===== config.mk =====
export PLATFORM = sky130hd
export DESIGN_NAME = stage_block_feeder
export DESIGN_NICKNAME = d
export VERILOG_FILES = /design/src/rtl/stage_pkg.sv /design/src/rtl/blk_fifo.sv /design/src/rtl/stage_block_feeder.sv
export SDC_FILE = /design/constraint.sdc
export NUM_CORES = 1
export LEC_CHECK = 0
export BUFFER_PORTS_ARGS = -buffer_cell sky130_fd_sc_hd__buf_4
export CORE_MARGIN = 2
export CORE_UTILIZATION = 55
export DETAILED_ROUTE_END_ITERATION = 12
export GPL_TIMING_DRIVEN = 0
export HOLD_SLACK_MARGIN = 0.08
export PLACE_DENSITY = 0.75
export REMOVE_ABC_BUFFERS = 1
export SLEW_MARGIN = 20
export SYNTH_ARGS = -nofsm -noshare
export SYNTH_HDL_FRONTEND = slang
export SYNTH_HIERARCHICAL = 1
export SYNTH_SLANG_ARGS = --single-unit

===== constraint.sdc =====
create_clock -name i_clk_pix -period 7.85 [get_ports i_clk_pix]
set_input_delay 1.57 -clock i_clk_pix [delete_from_list [all_inputs] [get_ports i_clk_pix]]
set_output_delay 1.57 -clock i_clk_pix [all_outputs]
set_load 0.02 [all_outputs]

===== src/rtl/stage_pkg.sv =====
// Shared record type, FSM states and ROM geometry for the stage-block feeder.
// ROM records are {left, right, height, stat}; stat fills the low bits left over after three position fields.
package stage_pkg;

  localparam int STG_POS_W  = 16;
  localparam int STG_BLK_W  = 52;
  localparam int STG_STAT_W = STG_BLK_W - 3 * STG_POS_W;
  localparam int STG_NREC   = 8;
  localparam int STG_ADDRW  = $clog2(STG_NREC);

  typedef enum logic [1:0] {
    S_IDLE,
    S_FETCH,
    S_FLUSH
  } state_t;

  typedef struct packed {
    logic [STG_POS_W-1:0] left;
    logic [STG_POS_W-1:0] right;
    logic [STG_POS_W-1:0] height;
    logic [STG_POS_W-1:0] stat;
  } blk_t;

  // stat is narrower in the ROM than on the output bus and is zero-extended
  function automatic blk_t unpack_blk(input logic [STG_BLK_W-1:0] data);
    blk_t b;
    b.left   = data[STG_BLK_W-1 -: STG_POS_W];
    b.right  = data[STG_BLK_W-STG_POS_W-1 -: STG_POS_W];
    b.height = data[STG_STAT_W +: STG_POS_W];
    b.stat   = STG_POS_W'(data[STG_STAT_W-1:0]);
    return b;
  endfunction

endpackage


===== src/rtl/blk_fifo.sv =====
// Synchronous FIFO of stage records with a registered head and a synchronous clear.
// DEPTH must be a power of two so the pointers wrap naturally.
module blk_fifo
  import stage_pkg::*;
#(
  parameter int DEPTH = 4
) (
  input  logic                   clk_i,
  input  logic                   rst_ni,
  input  logic                   clear_i,
  input  logic                   push_i,
  input  logic                   pop_i,
  input  blk_t                   din_i,
  output blk_t                   head_o,
  output logic                   valid_o,
  output logic [$clog2(DEPTH):0] count_o
);

  localparam int PW = $clog2(DEPTH);
  localparam int CW = PW + 1;

  blk_t          mem_q [DEPTH];
  blk_t          head_q, head_d;
  logic [PW-1:0] rd_q, rd_d, wr_q, wr_d, rd_nx;
  logic [CW-1:0] cnt_q, cnt_d;

  assign rd_nx = rd_q + 1'b1;

  // The head register always mirrors mem[rd]; on a pop it preloads the entry behind it.
  always_comb begin
    rd_d   = rd_q;
    wr_d   = wr_q;
    cnt_d  = cnt_q;
    head_d = head_q;
    if (clear_i) begin
      rd_d   = '0;
      wr_d   = '0;
      cnt_d  = '0;
      head_d = '0;
    end else begin
      if (push_i) wr_d = wr_q + 1'b1;
      if (pop_i)  rd_d = rd_nx;
      case ({push_i, pop_i})
        2'b10: begin
          cnt_d = cnt_q + 1'b1;
          if (cnt_q == '0) head_d = din_i;
        end
        2'b01: begin
          cnt_d = cnt_q - 1'b1;
          if (cnt_q > CW'(1)) head_d = mem_q[rd_nx];
        end
        2'b11:   head_d = (cnt_q == CW'(1)) ? din_i : mem_q[rd_nx];
        default: ;
      endcase
    end
  end

  always_ff @(posedge clk_i or negedge rst_ni) begin
    if (!rst_ni) begin
      rd_q   <= '0;
      wr_q   <= '0;
      cnt_q  <= '0;
      head_q <= '0;
    end else begin
      rd_q   <= rd_d;
      wr_q   <= wr_d;
      cnt_q  <= cnt_d;
      head_q <= head_d;
    end
  end

  always_ff @(posedge clk_i) begin
    if (push_i && !clear_i) mem_q[wr_q] <= din_i;
  end

  assign head_o  = head_q;
  assign valid_o = (cnt_q != '0);
  assign count_o = cnt_q;

endmodule


===== src/rtl/stage_block_feeder.sv =====
// Streams stage-block records from a 1-cycle-latency ROM into a FIFO for the stage buffer.
// Define STG_LAP_OFFSET_EN to add a per-lap offset to left/right on every ROM wrap.
module stage_block_feeder
  import stage_pkg::*;
#(
  parameter int                   BLK_BITS   = STG_BLK_W,
  parameter int                   POS_DIGIT  = STG_POS_W,
  parameter int                   STG_DEPTH  = 1 << STG_ADDRW,
  parameter int                   FIFO_DEPTH = 4,
  parameter logic [POS_DIGIT-1:0] LAP_LEN    = 16'd4000
) (
  input  logic                         i_clk_pix,
  input  logic                         i_rst_n,
  input  logic                         i_start,
  input  logic                         i_flush,
  output logic [$clog2(STG_DEPTH)-1:0] o_rom_addr,
  input  logic [BLK_BITS-1:0]          i_rom_data,
  output logic                         o_blk_valid,
  input  logic                         i_blk_ready,
  output logic [POS_DIGIT-1:0]         o_blk_left,
  output logic [POS_DIGIT-1:0]         o_blk_right,
  output logic [POS_DIGIT-1:0]         o_blk_height,
  output logic [POS_DIGIT-1:0]         o_blk_stat,
  output logic [7:0]                   o_lap,
  output logic                         o_err
);

  localparam int AW = $clog2(STG_DEPTH);
  localparam int CW = $clog2(FIFO_DEPTH) + 1;

  state_t               state_q, state_d;
  logic [AW-1:0]        addr_q, addr_d;
  logic                 inflight_q, inflight_d;
  logic [7:0]           lap_q, lap_d;
  logic                 err_q, err_d;
  logic [POS_DIGIT-1:0] rec_off;
  logic                 flush, issue, wrap, capture, keep, drop, pop, fifo_valid;
  logic [CW-1:0]        fifo_cnt;
  blk_t                 rec, head;

  assign flush   = i_flush && (state_q != S_IDLE);
  assign issue   = (state_q == S_FETCH) && !i_flush &&
                   (int'(fifo_cnt) + int'(inflight_q) < FIFO_DEPTH);
  assign wrap    = issue && (addr_q == AW'(STG_DEPTH - 1));
  assign capture = inflight_q && !flush;
  assign keep    = capture && (rec.left <= rec.right);
  assign drop    = capture && (rec.left > rec.right);
  assign pop     = fifo_valid && i_blk_ready && !flush;

`ifdef STG_LAP_OFFSET_EN
  // off_fl_q freezes the offset seen at issue so the last record of a lap keeps the old one.
  logic [POS_DIGIT-1:0] off_q, off_d, off_fl_q, off_fl_d;

  always_comb begin
    off_d    = off_q;
    off_fl_d = off_fl_q;
    if (flush) begin
      off_d    = '0;
      off_fl_d = '0;
    end else if (issue) begin
      off_fl_d = off_q;
      if (wrap) off_d = off_q + LAP_LEN;
    end
  end

  always_ff @(posedge i_clk_pix or negedge i_rst_n) begin
    if (!i_rst_n) begin
      off_q    <= '0;
      off_fl_q <= '0;
    end else begin
      off_q    <= off_d;
      off_fl_q <= off_fl_d;
    end
  end

  assign rec_off = off_fl_q;
`else
  assign rec_off = LAP_LEN & '0;
`endif

  always_comb begin
    rec       = unpack_blk(i_rom_data);
    rec.left  = rec.left + rec_off;
    rec.right = rec.right + rec_off;
  end

  always_comb begin
    state_d    = state_q;
    addr_d     = addr_q;
    inflight_d = issue;
    lap_d      = lap_q;
    err_d      = err_q || drop;
    case (state_q)
      S_IDLE:  if (i_start) state_d = S_FETCH;
      S_FETCH: if (flush) state_d = S_FLUSH;
      S_FLUSH: state_d = flush ? S_FLUSH : S_FETCH;
      default: state_d = S_IDLE;
    endcase
    if (flush) begin
      addr_d     = '0;
      inflight_d = 1'b0;
      lap_d      = '0;
    end else if (issue) begin
      addr_d = wrap ? '0 : addr_q + 1'b1;
      if (wrap && lap_q != 8'hFF) lap_d = lap_q + 8'd1;
    end
  end

  always_ff @(posedge i_clk_pix or negedge i_rst_n) begin
    if (!i_rst_n) begin
      state_q    <= S_IDLE;
      addr_q     <= '0;
      inflight_q <= 1'b0;
      lap_q      <= '0;
      err_q      <= 1'b0;
    end else begin
      state_q    <= state_d;
      addr_q     <= addr_d;
      inflight_q <= inflight_d;
      lap_q      <= lap_d;
      err_q      <= err_d;
    end
  end

  blk_fifo #(.DEPTH(FIFO_DEPTH)) u_fifo (
    .clk_i   (i_clk_pix),
    .rst_ni  (i_rst_n),
    .clear_i (flush),
    .push_i  (keep),
    .pop_i   (pop),
    .din_i   (rec),
    .head_o  (head),
    .valid_o (fifo_valid),
    .count_o (fifo_cnt)
  );

  assign o_rom_addr   = addr_q;
  assign o_blk_valid  = fifo_valid;
  assign o_blk_left   = head.left;
  assign o_blk_right  = head.right;
  assign o_blk_height = head.height;
  assign o_blk_stat   = head.stat;
  assign o_lap        = lap_q;
  assign o_err        = err_q;

endmodule


* Word level (Yosys, flattened, before mapping)
Memories as Yosys holds them, arrays and structs flattened. Index checks and enable logic that the tools add are counted.
Operators by class: multiplexer cells 24, order comparisons 4, reduce and logical (&&, ||, !) cells 27, equality and inequality tests 12, $add $sub $neg 7
Operators by type and width (count):
- $mux 64 | 4
- $pmux 64 s3 | 1
- $mux 8 | 3
- $gt 16x16->1 | 1
- $le 16x16->1 | 1
- $mux 2 | 7
- $mux 3 | 4
- $logic_and 1x1->1 | 11
- $reduce_bool 2->1 | 5
- $add 8x1->8 const B | 1
- $ne 8x8->1 const B | 1
- $add 3x1->3 const B | 2
- $eq 2x2->1 const B | 3
- $ne 3x2->1 const B | 2
- $pmux 2 s3 | 1
- $pmux 3 s2 | 1
- $reduce_bool 3->1 | 2
- $add 2x1->2 const B | 2
- $add 3x1->4 | 1
- $eq 2x1->1 const B | 2
- $lt 4x3->1 const B | 1
- $ne 2x2->1 const B | 2
- $reduce_and 2->1 | 2
- $reduce_bool 4->1 | 1
- 10 further kinds | 13
Word-level totals: memories 1, register bits 86, RAM bits 208, word-level logic and storage cells 87
Memories:
- u_fifo.mem_q | words 4, width 52, read ports 1, clocked after Yosys merged registers in 0, write ports 1, RTL line blk_fifo.sv:22 | blk_t mem_q [DEPTH];

* Logic depth before layout (Yosys ltp)
word-level depth 8, gate-level depth with buffers 14, depth with buffers taken out 13

* Modules after synthesis
Netlist, hierarchy kept.
Modules (own cells, without submodules):
- blk_fifo | cells an instance 613, area each 12660.9 µm², times used 1
- stage_block_feeder | cells an instance 137, area each 1179.9 µm², times used 1

* Worst setup path before layout
Ideal clock, no wire load.
kind input port to flip-flop, start point input i_rom_data[35], end point memory u_fifo/mem_q[0][0] in the netlist's numbering, enable pin, data required time 7421 ps, slack 2547 ps, stages on the path 10, data arrival time 4874 ps, path through inv_1 -> ha_1 -> nand4_2 -> nor2_1 -> or4_1 -> o31a_1 -> nor2_1 -> inv_1 -> nor2_1 -> and2_1
Between the ends: word-level cells in the longest chain between the ends 5
Ends and longest elaborated chain:
- from (decl) | RTL line stage_block_feeder.sv:17 | input logic [BLK_BITS-1:0] i_rom_data,
- $le 16x16->1 | RTL line stage_block_feeder.sv:46 | assign keep = capture && (rec.left <= rec.right);
- $logic_and 1x1->1 | RTL line stage_block_feeder.sv:46
- net keep | RTL line stage_block_feeder.sv:37 | logic flush, issue, wrap, capture, keep, drop, pop, fifo_valid;
- $logic_and 1x1->1 | RTL line blk_fifo.sv:73 | if (push_i && !clear_i) mem_q[wr_q] <= din_i;
- $mux 1 | RTL line blk_fifo.sv:73
- $mux 1 (not written as such) | RTL line blk_fifo.sv:73
- to (decl) | RTL line blk_fifo.sv:22
The timed path passes the listed nets, and every way through them passes these cells.

* Final worst setup path
start point input i_rom_data[35], end point register u_fifo.head_q, in the netlist u_fifo/head_o[16]
Between the ends: word-level cells in the longest chain between the ends 5, elaborated cells between the ends (all ways) 11
Ends and longest elaborated chain:
- $le 16x16->1 * | RTL line stage_block_feeder.sv:46
- $logic_and 1x1->1 * | RTL line stage_block_feeder.sv:46
- net keep | RTL line stage_block_feeder.sv:37
- $eq 2x1->1 or $eq 2x2->1 (tied branches) | RTL line blk_fifo.sv:43 | case ({push_i, pop_i})
- $ne 3x2->1 (no source line), or another cell as far along
- $reduce_and 3->1 (no source line) or $mux 64 (tied branches)
- to (signal assigned) | RTL line blk_fifo.sv:63 | head_q <= '0;
- to (signal assigned) | RTL line blk_fifo.sv:68 | head_q <= head_d;
- to (decl) | RTL line blk_fifo.sv:23 | blk_t head_q, head_d;
The timed path passes the listed nets; every way through them passes the cells marked *. A chain may end at the register's enable or synchronous reset.

==> flow_summary.toml <==
[yosys]
ys_ff_latch = 342
synth_commonest_cells = "256 x edfxtp_1, 86 x dfrtp_1, 66 x nor3b_1"
yosysMostFrequentCell = "edfxtp_1"
avgSynthCellArea_um2 = 18.5
synth_area_leader_cell = "edfxtp_1"
ys_async_sr_fraction = 0.251
synth_top_area_frac = 0.555
synth_edf_count = 256
synth.area.top_cells = "edfxtp_1 56%, dfrtp_1 16%, mux4_2 10%"
ys_types = 48
ys_seq_area_frac = 0.711
ys_dominant_reg_cell = "edfxtp_1"
synthCells = 750
yosysWarnings = 6
syn_area_um2 = 13800

[pwr]
p_total_mw = 5.71
p_per_area_nw_per_um2 = 340
ir_drop_mv = 0.224
power.leakage_nw = 6.28

[placement]
place.gp.congestion = 0.730
dp_hpwl_um = 16500
dpl_cell_area_um2 = 15700
pre_cts_ws_ns = 1.92
place_inst = 1248
portBuffers = 133

[clock_network]
cts_resized = 0
clock-sinks = 342
holdBufCountCts = 0
postCtsSetupBuffers = 0
clk_pin_slew_ns = 0.05
clk_latency_ns = 0.51
htreeDepth = 2
numCtsBuffers = 36
clk_root_buffer_cell = "clkbuf_16"
cts_tree = "built"
clockBufferDepth = 3

[sta]
setup_viol = 0
fmax_mhz = 186
min_period_ns = 5.37
finalWorstSetupSlack_ns = 2.48
fin_skew_ns = 0.00930
worst_slew_pin_slew_ns = 0.879
final-hold-violation-count = 0
final.setup.tns_ns = 0
grt_setup_unrepaired = "no"
finalCritPeriodShare = 0.684
hold_slack_ns = 0.478
slew_headroom = 0.414
slew_violations = 0

[global_routing]
track_usage = 0.215
grt_first_pass_wirelength_um = 43900
grt_overflow = 0
grt_pass1_vias = 8040
grt_max_degree = 87
antenna_found_initial = 0

[layout]
syn_to_final_growth_pct = 21.2
multi_input_area_um2 = 3940
nets = 1043
fin_area_um2 = 16800
drive_gt1_frac = 0.290
stdcell_count = 1313
antenna_cells = 0
final_util = 0.672
nFillCells = 1740
ff_latch_area_um2 = 9850

[routing]
ant_nets = 0
dr.pass1.iters = 5
drtIter0Drc = 628
drcViolationCount = 0
via_per_inst = 5.79
num_vias = 7606
routed_wl_um = 27400
wire_per_inst_um = 20.9

[setup_path]
crit_path_start_kind = "input pin"
r2r-start = "state_q[1]"
cp.arrival_ns = 5.81
path_cells = "buf_4, inv_1, ha_1, nand4_2, nor2_1, or4_1, o31a_1, nor2_1, inv_1, ha_1, a221o_4, a221oi_4, buf_8, buf_6, a221o_1"
worst-path-stages = 15
cp-end-kind = "flop"
required_ns = 8.29
rrSetupSlack_ns = 4.03
worstSetupStartpoint = "i_rom_data[35]"
r2r_cells = 10
criticalPathCategory = "in2reg"
reg2reg_to = "u_fifo/head_o[16]"
crit_path_end = "u_fifo/head_o[16]"
crit_fanout = 34
slowest_stage = "a221o_4"
cp_num_buf_inv = 5
slowest_delay_ns = 0.64
crit_family = "compound AO/OA/AOI/OAI gates"

[outcome]
status = "finished clean"

[die]
die_area_um2 = 26500
die_w_um = 163
initial_utilization = 0.554
pin_count = 134
rows = 58
core_area_um2 = 25000
die_y_um = 163

[worst_hold_path]
worstHoldStart = "o_err"
hp-class = "reg2reg"

[job]
drv_cap = 0
-- cell families (layout without fill, tap and decap cells) --
kind of cell / count (synthesis) / in the layout / share of synthesized area
xor gates and xnor gates: 9 / 9 / 0.00570
AOI/OAI and AO/OA: 93 / 93 / 0.0622
buffers and inverters: 69 / 243 / 0.0236
and+or+nand+nor: 139 / 139 / 0.0639
muxes: 67 / 67 / 0.106
other: 1 / 60 / 0.000271
DFF: 342 / 342 / 0.711
adders and majority gates: 30 / 30 / 0.0271
-- registers in the layout (all words and copies together) (netlist names) --
name and cells:
o_lap 8, inflight_q 1, u_fifo/wr_q 2, u_fifo/count_o 3, u_fifo/mem_q 256, o_rom_addr 3, o_err 1, u_fifo/rd_q 2
u_fifo/head_o 64, state_q 2
-- worst min path at each step --
stage | endpoint | cells past startpoint | slack, ns
2_1_floorplan | o_err | 1 | 0.50
3_3_place_gp | o_err | 1 | 0.45
3_5_place_dp | o_err | 1 | 0.46
4_1_cts | o_err | 1 | 0.48
5_1_grt | o_err | 1 | 0.50
6_report | o_err | 1 | 0.48
-- cell usage in the layout (no fill, tap or decap), types with 3 or more instances in the layout --
cell type	count
clkbuf_8	6
dfrtp_1	84
and2_4	4
edfxtp_1	256
nor3_1	5
ha_1	30
xnor2_1	7
buf_8	4
buf_4	132
buf_12	6
a21oi_1	9
clkbuf_16	37
clkbuf_1	7
and3_1	6
clkinv_1	4
buf_16	6
nand2_1	17
nor3b_1	66
a221o_1	64
clkinv_2	8
nand3_1	3
nor2_1	23
o21ai_0	5
mux4_2	64
conb_1	60
mux2i_1	3
inv_1	26
-- routing by layer --
layer	vias up	part of all wire	global-route usage
li1	3397	-	-
met1	3945	0.42	0.291
met2	229	0.51	0.366
met3	35	0.057	0.0362
met4	0	0.016	0.0575
met5	-	0	0
-- area by class of cell --
type | instances | area share
Clock buffer | 50 | 0.0617
Clock inverter | 15 | 0.00477
Inverter | 28 | 0.00627
Multi-Input combinational cell | 398 | 0.235
Sequential cell | 342 | 0.587
Tap cell | 330 | 0.0246
Timing Repair Buffer | 150 | 0.0810
-- power by group --
group	switching, mW	internal [mW]
combinational	0.893	0.867
clock	0.662	0.923
sequential	0.180	2.19
total	1.73	3.97
(Power assumes the default switching activity.)
